## src/rtl/slave_port_if.sv

```systemverilog
// Serial system-bus link between a master port and one slave port.
// master drives mwdata/mmode/mvalid; slave returns srdata/svalid.
interface slave_port_if;
  logic mwdata;
  logic mmode;
  logic mvalid;
  logic srdata;
  logic svalid;

  modport master (
    output mwdata,
    output mmode,
    output mvalid,
    input  srdata,
    input  svalid
  );

  modport slave (
    input  mwdata,
    input  mmode,
    input  mvalid,
    output srdata,
    output svalid
  );
endinterface

```

## src/rtl/slave_port.sv

```systemverilog
// Slave-side serial bus endpoint: deserialises addr/wdata LSB first,
// does one memory access, serialises read data back.
// Ports: clk, rstn (sync, active-low), bus (slave modport),
// mem_* request/response to local memory, busy (not idle).
module slave_port #(
  parameter int ADDR_WIDTH = 12,
  parameter int DATA_WIDTH = 8
) (
  input  logic                  clk,
  input  logic                  rstn,
  slave_port_if.slave           bus,
  output logic [ADDR_WIDTH-1:0] mem_addr,
  output logic [DATA_WIDTH-1:0] mem_wdata,
  output logic                  mem_wen,
  output logic                  mem_ren,
  input  logic [DATA_WIDTH-1:0] mem_rdata,
  input  logic                  mem_rvalid,
  output logic                  busy
);

  localparam int MAXW = (ADDR_WIDTH > DATA_WIDTH) ?
                        ADDR_WIDTH : DATA_WIDTH;
  localparam int CW = $clog2(MAXW) + 1;

  localparam logic [CW-1:0] A_LAST = CW'(ADDR_WIDTH - 1);
  localparam logic [CW-1:0] D_LAST = CW'(DATA_WIDTH - 1);
  localparam logic [CW-1:0] D_NUM  = CW'(DATA_WIDTH);

  typedef enum logic [2:0] {
    IDLE, ADDR, WDATA, MEMWR, MEMRD, SEND
  } state_e;

  state_e                state_q, state_d;
  logic [CW-1:0]         cnt_q, cnt_d;
  logic                  mode_q, mode_d;
  logic [ADDR_WIDTH-1:0] addr_q, addr_d;
  logic [DATA_WIDTH-1:0] wdata_q, wdata_d;
  logic [DATA_WIDTH-1:0] rdata_q, rdata_d;
  logic                  srdata_q, srdata_d;
  logic                  svalid_q, svalid_d;
  logic [ADDR_WIDTH-1:0] mem_addr_q, mem_addr_d;
  logic [DATA_WIDTH-1:0] mem_wdata_q, mem_wdata_d;
  logic                  mem_wen_q, mem_wen_d;
  logic                  mem_ren_q, mem_ren_d;

  // Shift in from the MSB end: after a full phase the first
  // (LSB) bit has landed at index 0.
  logic [ADDR_WIDTH-1:0] addr_nx;
  logic [DATA_WIDTH-1:0] wdata_nx;

  assign addr_nx  = {bus.mwdata, addr_q[ADDR_WIDTH-1:1]};
  assign wdata_nx = {bus.mwdata, wdata_q[DATA_WIDTH-1:1]};

  always_comb begin
    state_d     = state_q;
    cnt_d       = cnt_q;
    mode_d      = mode_q;
    addr_d      = addr_q;
    wdata_d     = wdata_q;
    rdata_d     = rdata_q;
    srdata_d    = srdata_q;
    svalid_d    = svalid_q;
    mem_addr_d  = mem_addr_q;
    mem_wdata_d = mem_wdata_q;
    mem_wen_d   = 1'b0;
    mem_ren_d   = mem_ren_q;
    unique case (state_q)
      IDLE: begin
        if (bus.mvalid) begin
          addr_d  = addr_nx;
          mode_d  = bus.mmode;
          cnt_d   = CW'(1);
          state_d = ADDR;
        end
      end
      ADDR: begin
        if (!bus.mvalid) begin
          cnt_d   = '0;
          state_d = IDLE;
        end else begin
          addr_d = addr_nx;
          if (cnt_q == A_LAST) begin
            cnt_d      = '0;
            mem_addr_d = addr_nx;
            state_d    = mode_q ? WDATA : MEMRD;
          end else begin
            cnt_d = cnt_q + 1'b1;
          end
        end
      end
      WDATA: begin
        if (!bus.mvalid) begin
          cnt_d   = '0;
          state_d = IDLE;
        end else begin
          wdata_d = wdata_nx;
          if (cnt_q == D_LAST) begin
            cnt_d       = '0;
            mem_wdata_d = wdata_nx;
            mem_wen_d   = 1'b1;
            state_d     = MEMWR;
          end else begin
            cnt_d = cnt_q + 1'b1;
          end
        end
      end
      MEMWR: begin
        state_d = IDLE;
      end
      MEMRD: begin
        // rvalid only counts once the request is visible outside
        if (mem_ren_q && mem_rvalid) begin
          mem_ren_d = 1'b0;
          srdata_d  = mem_rdata[0];
          svalid_d  = 1'b1;
          rdata_d   = mem_rdata >> 1;
          cnt_d     = CW'(1);
          state_d   = SEND;
        end else begin
          mem_ren_d = 1'b1;
        end
      end
      SEND: begin
        if (cnt_q == D_NUM) begin
          svalid_d = 1'b0;
          srdata_d = 1'b0;
          cnt_d    = '0;
          state_d  = IDLE;
        end else begin
          srdata_d = rdata_q[0];
          rdata_d  = rdata_q >> 1;
          cnt_d    = cnt_q + 1'b1;
        end
      end
      default: begin
        state_d = IDLE;
      end
    endcase
  end

  always_ff @(posedge clk) begin
    if (!rstn) begin
      state_q     <= IDLE;
      cnt_q       <= '0;
      mode_q      <= 1'b0;
      addr_q      <= '0;
      wdata_q     <= '0;
      rdata_q     <= '0;
      srdata_q    <= 1'b0;
      svalid_q    <= 1'b0;
      mem_addr_q  <= '0;
      mem_wdata_q <= '0;
      mem_wen_q   <= 1'b0;
      mem_ren_q   <= 1'b0;
    end else begin
      state_q     <= state_d;
      cnt_q       <= cnt_d;
      mode_q      <= mode_d;
      addr_q      <= addr_d;
      wdata_q     <= wdata_d;
      rdata_q     <= rdata_d;
      srdata_q    <= srdata_d;
      svalid_q    <= svalid_d;
      mem_addr_q  <= mem_addr_d;
      mem_wdata_q <= mem_wdata_d;
      mem_wen_q   <= mem_wen_d;
      mem_ren_q   <= mem_ren_d;
    end
  end

  assign bus.srdata = srdata_q;
  assign bus.svalid = svalid_q;
  assign mem_addr   = mem_addr_q;
  assign mem_wdata  = mem_wdata_q;
  assign mem_wen    = mem_wen_q;
  assign mem_ren    = mem_ren_q;
  assign busy       = (state_q != IDLE);

endmodule
```

## src/flat_wrapper.sv

```systemverilog
// flat-port wrapper written by rule: the top's interface ports become plain ports
module slave_port_flat 
#(
  parameter int ADDR_WIDTH = 12,
  parameter int DATA_WIDTH = 8
)
  (clk, rstn, mem_addr, mem_wdata, mem_wen, mem_ren, mem_rdata, mem_rvalid, busy, bus_mwdata, bus_mmode, bus_mvalid, bus_srdata, bus_svalid);
  slave_port_if bus_i ();
  input  logic clk;
  input  logic rstn;
  output logic [ADDR_WIDTH-1:0] mem_addr;
  output logic [DATA_WIDTH-1:0] mem_wdata;
  output logic mem_wen;
  output logic mem_ren;
  input  logic [DATA_WIDTH-1:0] mem_rdata;
  input  logic mem_rvalid;
  output logic busy;
  input wire logic [$bits(bus_i.mwdata)-1:0] bus_mwdata;
  input wire logic [$bits(bus_i.mmode)-1:0] bus_mmode;
  input wire logic [$bits(bus_i.mvalid)-1:0] bus_mvalid;
  output wire logic [$bits(bus_i.srdata)-1:0] bus_srdata;
  output wire logic [$bits(bus_i.svalid)-1:0] bus_svalid;
  assign bus_i.mwdata = bus_mwdata;
  assign bus_i.mmode = bus_mmode;
  assign bus_i.mvalid = bus_mvalid;
  assign bus_srdata = bus_i.srdata;
  assign bus_svalid = bus_i.svalid;
  slave_port #(.ADDR_WIDTH(ADDR_WIDTH), .DATA_WIDTH(DATA_WIDTH)) u_core (.clk(clk), .rstn(rstn), .bus(bus_i), .mem_addr(mem_addr), .mem_wdata(mem_wdata), .mem_wen(mem_wen), .mem_ren(mem_ren), .mem_rdata(mem_rdata), .mem_rvalid(mem_rvalid), .busy(busy));
endmodule
```

## config.mk

```make
export PLATFORM = sky130hd
export DESIGN_NAME = slave_port_flat
export DESIGN_NICKNAME = d
export VERILOG_FILES = /design/src/rtl/slave_port_if.sv /design/src/rtl/slave_port.sv /design/src/flat_wrapper.sv
export SDC_FILE = /design/constraint.sdc
export NUM_CORES = 1
export LEC_CHECK = 0
export ABC_AREA = 0
export CAP_MARGIN = 15
export CORE_ASPECT_RATIO = 0.75
export CORE_MARGIN = 2
export CORE_UTILIZATION = 50
export CTS_CLUSTER_DIAMETER = 100
export CTS_CLUSTER_SIZE = 8
export DETAILED_ROUTE_END_ITERATION = 7
export HOLD_SLACK_MARGIN = 0.12
export MAX_ROUTING_LAYER = met4
export PLACE_DENSITY = 0.73
export SKIP_LAST_GASP = 1
export SYNTH_ARGS = -nofsm -noshare
export SYNTH_HDL_FRONTEND = slang
export SYNTH_SLANG_ARGS = --single-unit
```

## constraint.sdc

```tcl
create_clock -name clk -period 4.5 [get_ports clk]
set_clock_uncertainty 0.2 [all_clocks]
set_input_delay 0.9 -clock clk [delete_from_list [all_inputs] [get_ports clk]]
set_output_delay 0.9 -clock clk [all_outputs]
set_load 0.01 [all_outputs]
```

==> flow_summary_export.csv <==
group,metric,value,unit
synth,synth_top_family_by_area,"simple AND/OR/NAND/NOR gates",
setup_path,crit_type,"in2reg",
global_routing,antenna_found_initial,0,
routing,drt-vias-per-instance,5.49,
synth,ys_types,41,
synth,synth_xor_area_frac,0,
timing,max_freq,0.342,GHz
setup_path,setup.worst_path.end_class,"flop",
status,status,"finished, final reports clean",
timing,max-slew-margin-rel,0.385,
layout,postLayoutCoreUtil,0.656,
global_routing,grt_pass1_vias,1718,
synth,synth-seq-cells,58,
synth,ys_warn_count,0,
layout,fin_cells,354,
routing,wl_per_cell,13.5,um
timing,period_needed,2.92,ns
layout,drive_above_1_share,0.0673,
synth,async_flop_share,0,
floorplan,dieArea,5410,um2
flow_run,maxCapViolCount,0,
clock_network,cts_inserted_buffers,9,
clock_network,clockBufferDepth,2,
routing,vias,1942,
floorplan,rows,21,
timing,final_hold_viol_count,0,
placement,port_buffers,38,
routing,drtIter0Drc,153,
clock_network,clock_sinks,58,
clock_network,post_cts_buffers,0,
layout,area_delta_synth_final,23.5,%
floorplan,start_util,0.532,
synth,synth_area_per_cell,9.33,um2
global_routing,grt.overflow.total,0,
hold_path,hold_path_class,"reg2reg",
synth,synth-simple-area-share,0.198,
clock_network,root_buffer,"clkbuf_8",
layout,n_antenna_cell,0,
synth,synth_mux_area_frac,0.141,
clock_network,clk_latency,0.32,ns
routing,route.detailed.drc,0,
floorplan,io-pin-count,39,
floorplan,die_y,64.2,um
synth,synth_nets,275,
pwr,peakVddDrop,0.313,mV
global_routing,grt_pass1_wl,8.13,mm
synth,ys.flop_type,"dfxtp_1",
synth,syn_inst,259,
setup_path,arrival,2.90,ns
floorplan,core,4550,um2
layout,final_nets,310,
synth,synth_area,2420,um2
placement,dpl.cell_count,340,
synth,synth_edf_count,0,
layout,fill_cells,387,
global_routing,grt_max_degree,56,
setup_path,path_max_fanout,10,
routing,dr.pass1.iters,4,
timing,fin_tns_setup,0,ns
timing,fin_crit_sh,0.650,
global_routing,track_usage,0.193,
synth,synthAdderAreaFrac,0.0104,
placement,gp_congestion,0.820,
clock_network,cts_tree,"done",
pwr,leakage,1.24,nW
pwr,power,1.08,mW
placement,placed_cell_area,2790,um2
clock_network,cts.reportedPaths.clkPinSlew,0.06,ns
routing,routed_wl,4.78,mm
timing,finalSetupViolations,0,
setup_path,start_kind,"input pin",
timing,rsz0062_at_grt,"false",
clock_network,post_cts_resize_count,0,
clock_network,cts_hold_buf,0,
timing,worstMarginPinSlew,0.923,ns
clock_network,htreeDepth,3,
floorplan,die_w,84.3,um
routing,ant_nets,0,
synth,synth-seq-area-share,0.481,
pwr,powerDensity,361,nW/um2
synth,synth_compound_area_frac,0.126,
setup_path,cp.required,4.47,ns
placement,dp_hpwl,3.17,mm
timing,drv_slew,0,
layout,design_area,2980,um2
-- metal layers --
layer	part of all wire	vias to the layer above	GRT usage
met5	0	-	-
met4	0.0080	0	0.0605
met3	0.045	5	0.0581
met2	0.43	51	0.279
met1	0.52	902	0.260
li1	-	984	-
-- worst max-delay path: stages --
cell             delay [ns]
clkdlybuf4s50_1        0.54
and4bb_1               0.43
or4b_1                 0.72
mux2i_1                0.24
nor2_1                 0.05
-- flip-flops by register name, indices dropped and copies added, names as in the netlist --
register	flops
u_core.mem_wdata	8
u_core.state_q	3
u_core.wdata_q	7
u_core.rdata_q	7
u_core.cnt_q	5
u_core.addr_q	11
u_core.mem_ren	1
u_core.bus.svalid	1
u_core.mode_q	1
u_core.bus.srdata	1
u_core.mem_wen	1
u_core.mem_addr	12
-- synth_stat cells (2+ instances only) --
| cell | count | share of area |
|---|---|---|
| o21ai_0 | 5 | 0.010 |
| nor3_1 | 3 | 0.0062 |
| nand4bb_1 | 3 | 0.014 |
| buf_2 | 4 | 0.0083 |
| nand2b_1 | 2 | 0.0052 |
| clkbuf_1 | 7 | 0.011 |
| a21oi_1 | 22 | 0.046 |
| dfxtp_1 | 58 | 0.48 |
| nand3_1 | 2 | 0.0041 |
| a31oi_1 | 3 | 0.0078 |
| mux2i_1 | 34 | 0.14 |
| nor2b_1 | 3 | 0.0078 |
| a211oi_1 | 2 | 0.0062 |
| or3_1 | 2 | 0.0052 |
| nand2_1 | 31 | 0.048 |
| ha_1 | 2 | 0.010 |
| a311oi_1 | 7 | 0.025 |
| o22a_1 | 2 | 0.0073 |
| buf_6 | 3 | 0.014 |
| and4bb_2 | 2 | 0.010 |
| inv_1 | 5 | 0.0078 |
| nor2_1 | 38 | 0.059 |
-- path summary, 6_finish.rpt --
path	start	to	slack, ns	cells after the start
hold reg to reg	u_core.wdata_q[1]	u_core.wdata_q[1]	0.26	2
hold / removal	u_core.wdata_q[1]	u_core.wdata_q[1]	0.26	2
setup reg to reg	u_core.state_q[1]	u_core.mem_wdata[6]	2.07	4
setup / recovery	bus_mvalid	u_core.mem_wdata[6]	1.58	5
-- power by group --
group          internal (mW)  switching (mW)
clock                  0.278           0.188
combinational         0.0373          0.0431
sequential             0.521         0.00925
total                  0.836           0.240
-- per-stage QoR --
stage / setup WS, ns / hold WS, ns
after floorplan: 2.17 / 0.236
after global placement: 1.30 / 0.252
after detailed placement: 1.24 / 0.251
after CTS: 1.58 / 0.260
after global routing: 1.47 / 0.292
final: 1.58 / 0.260
-- cells in the final DEF (no fill, tap or decap), types with 2 or more instances in the layout --
cell type and count:
a211oi_1 2, a21oi_1 22, a311oi_1 7, a31oi_1 3, and4bb_2 2, clkbuf_8 11, clkdlybuf4s50_1 38, clkinv_2 2
dfxtp_1 58, ha_1 2, inv_1 5, mux2i_1 34, nand2_1 31, nand2b_1 2, nand3_1 2, nand4bb_1 3
nor2_1 38, nor2b_1 3, nor3_1 3, o21ai_0 5, o22a_1 2, or3_1 2
-- kinds of logic after synthesis --
group / after synthesis
DFF: 58
and+or+nand+nor: 97
muxes: 34
adders and majority gates: 2
AOI/OAI and AO/OA: 47
buffers and inverters: 21
-- area by class of cell --
class	count	area (um2)	share of cell area
sequential	58	1160	0.389
multi-input combinational	180	1150	0.385
timing repair buffer	39	388	0.130
clock buffer	11	151	0.0508
tap	57	71.3	0.0239
clock inverter	3	40.0	0.0134
inverter	6	22.5	0.00755
No activity file was read; power rests on OpenSTA's default activity.
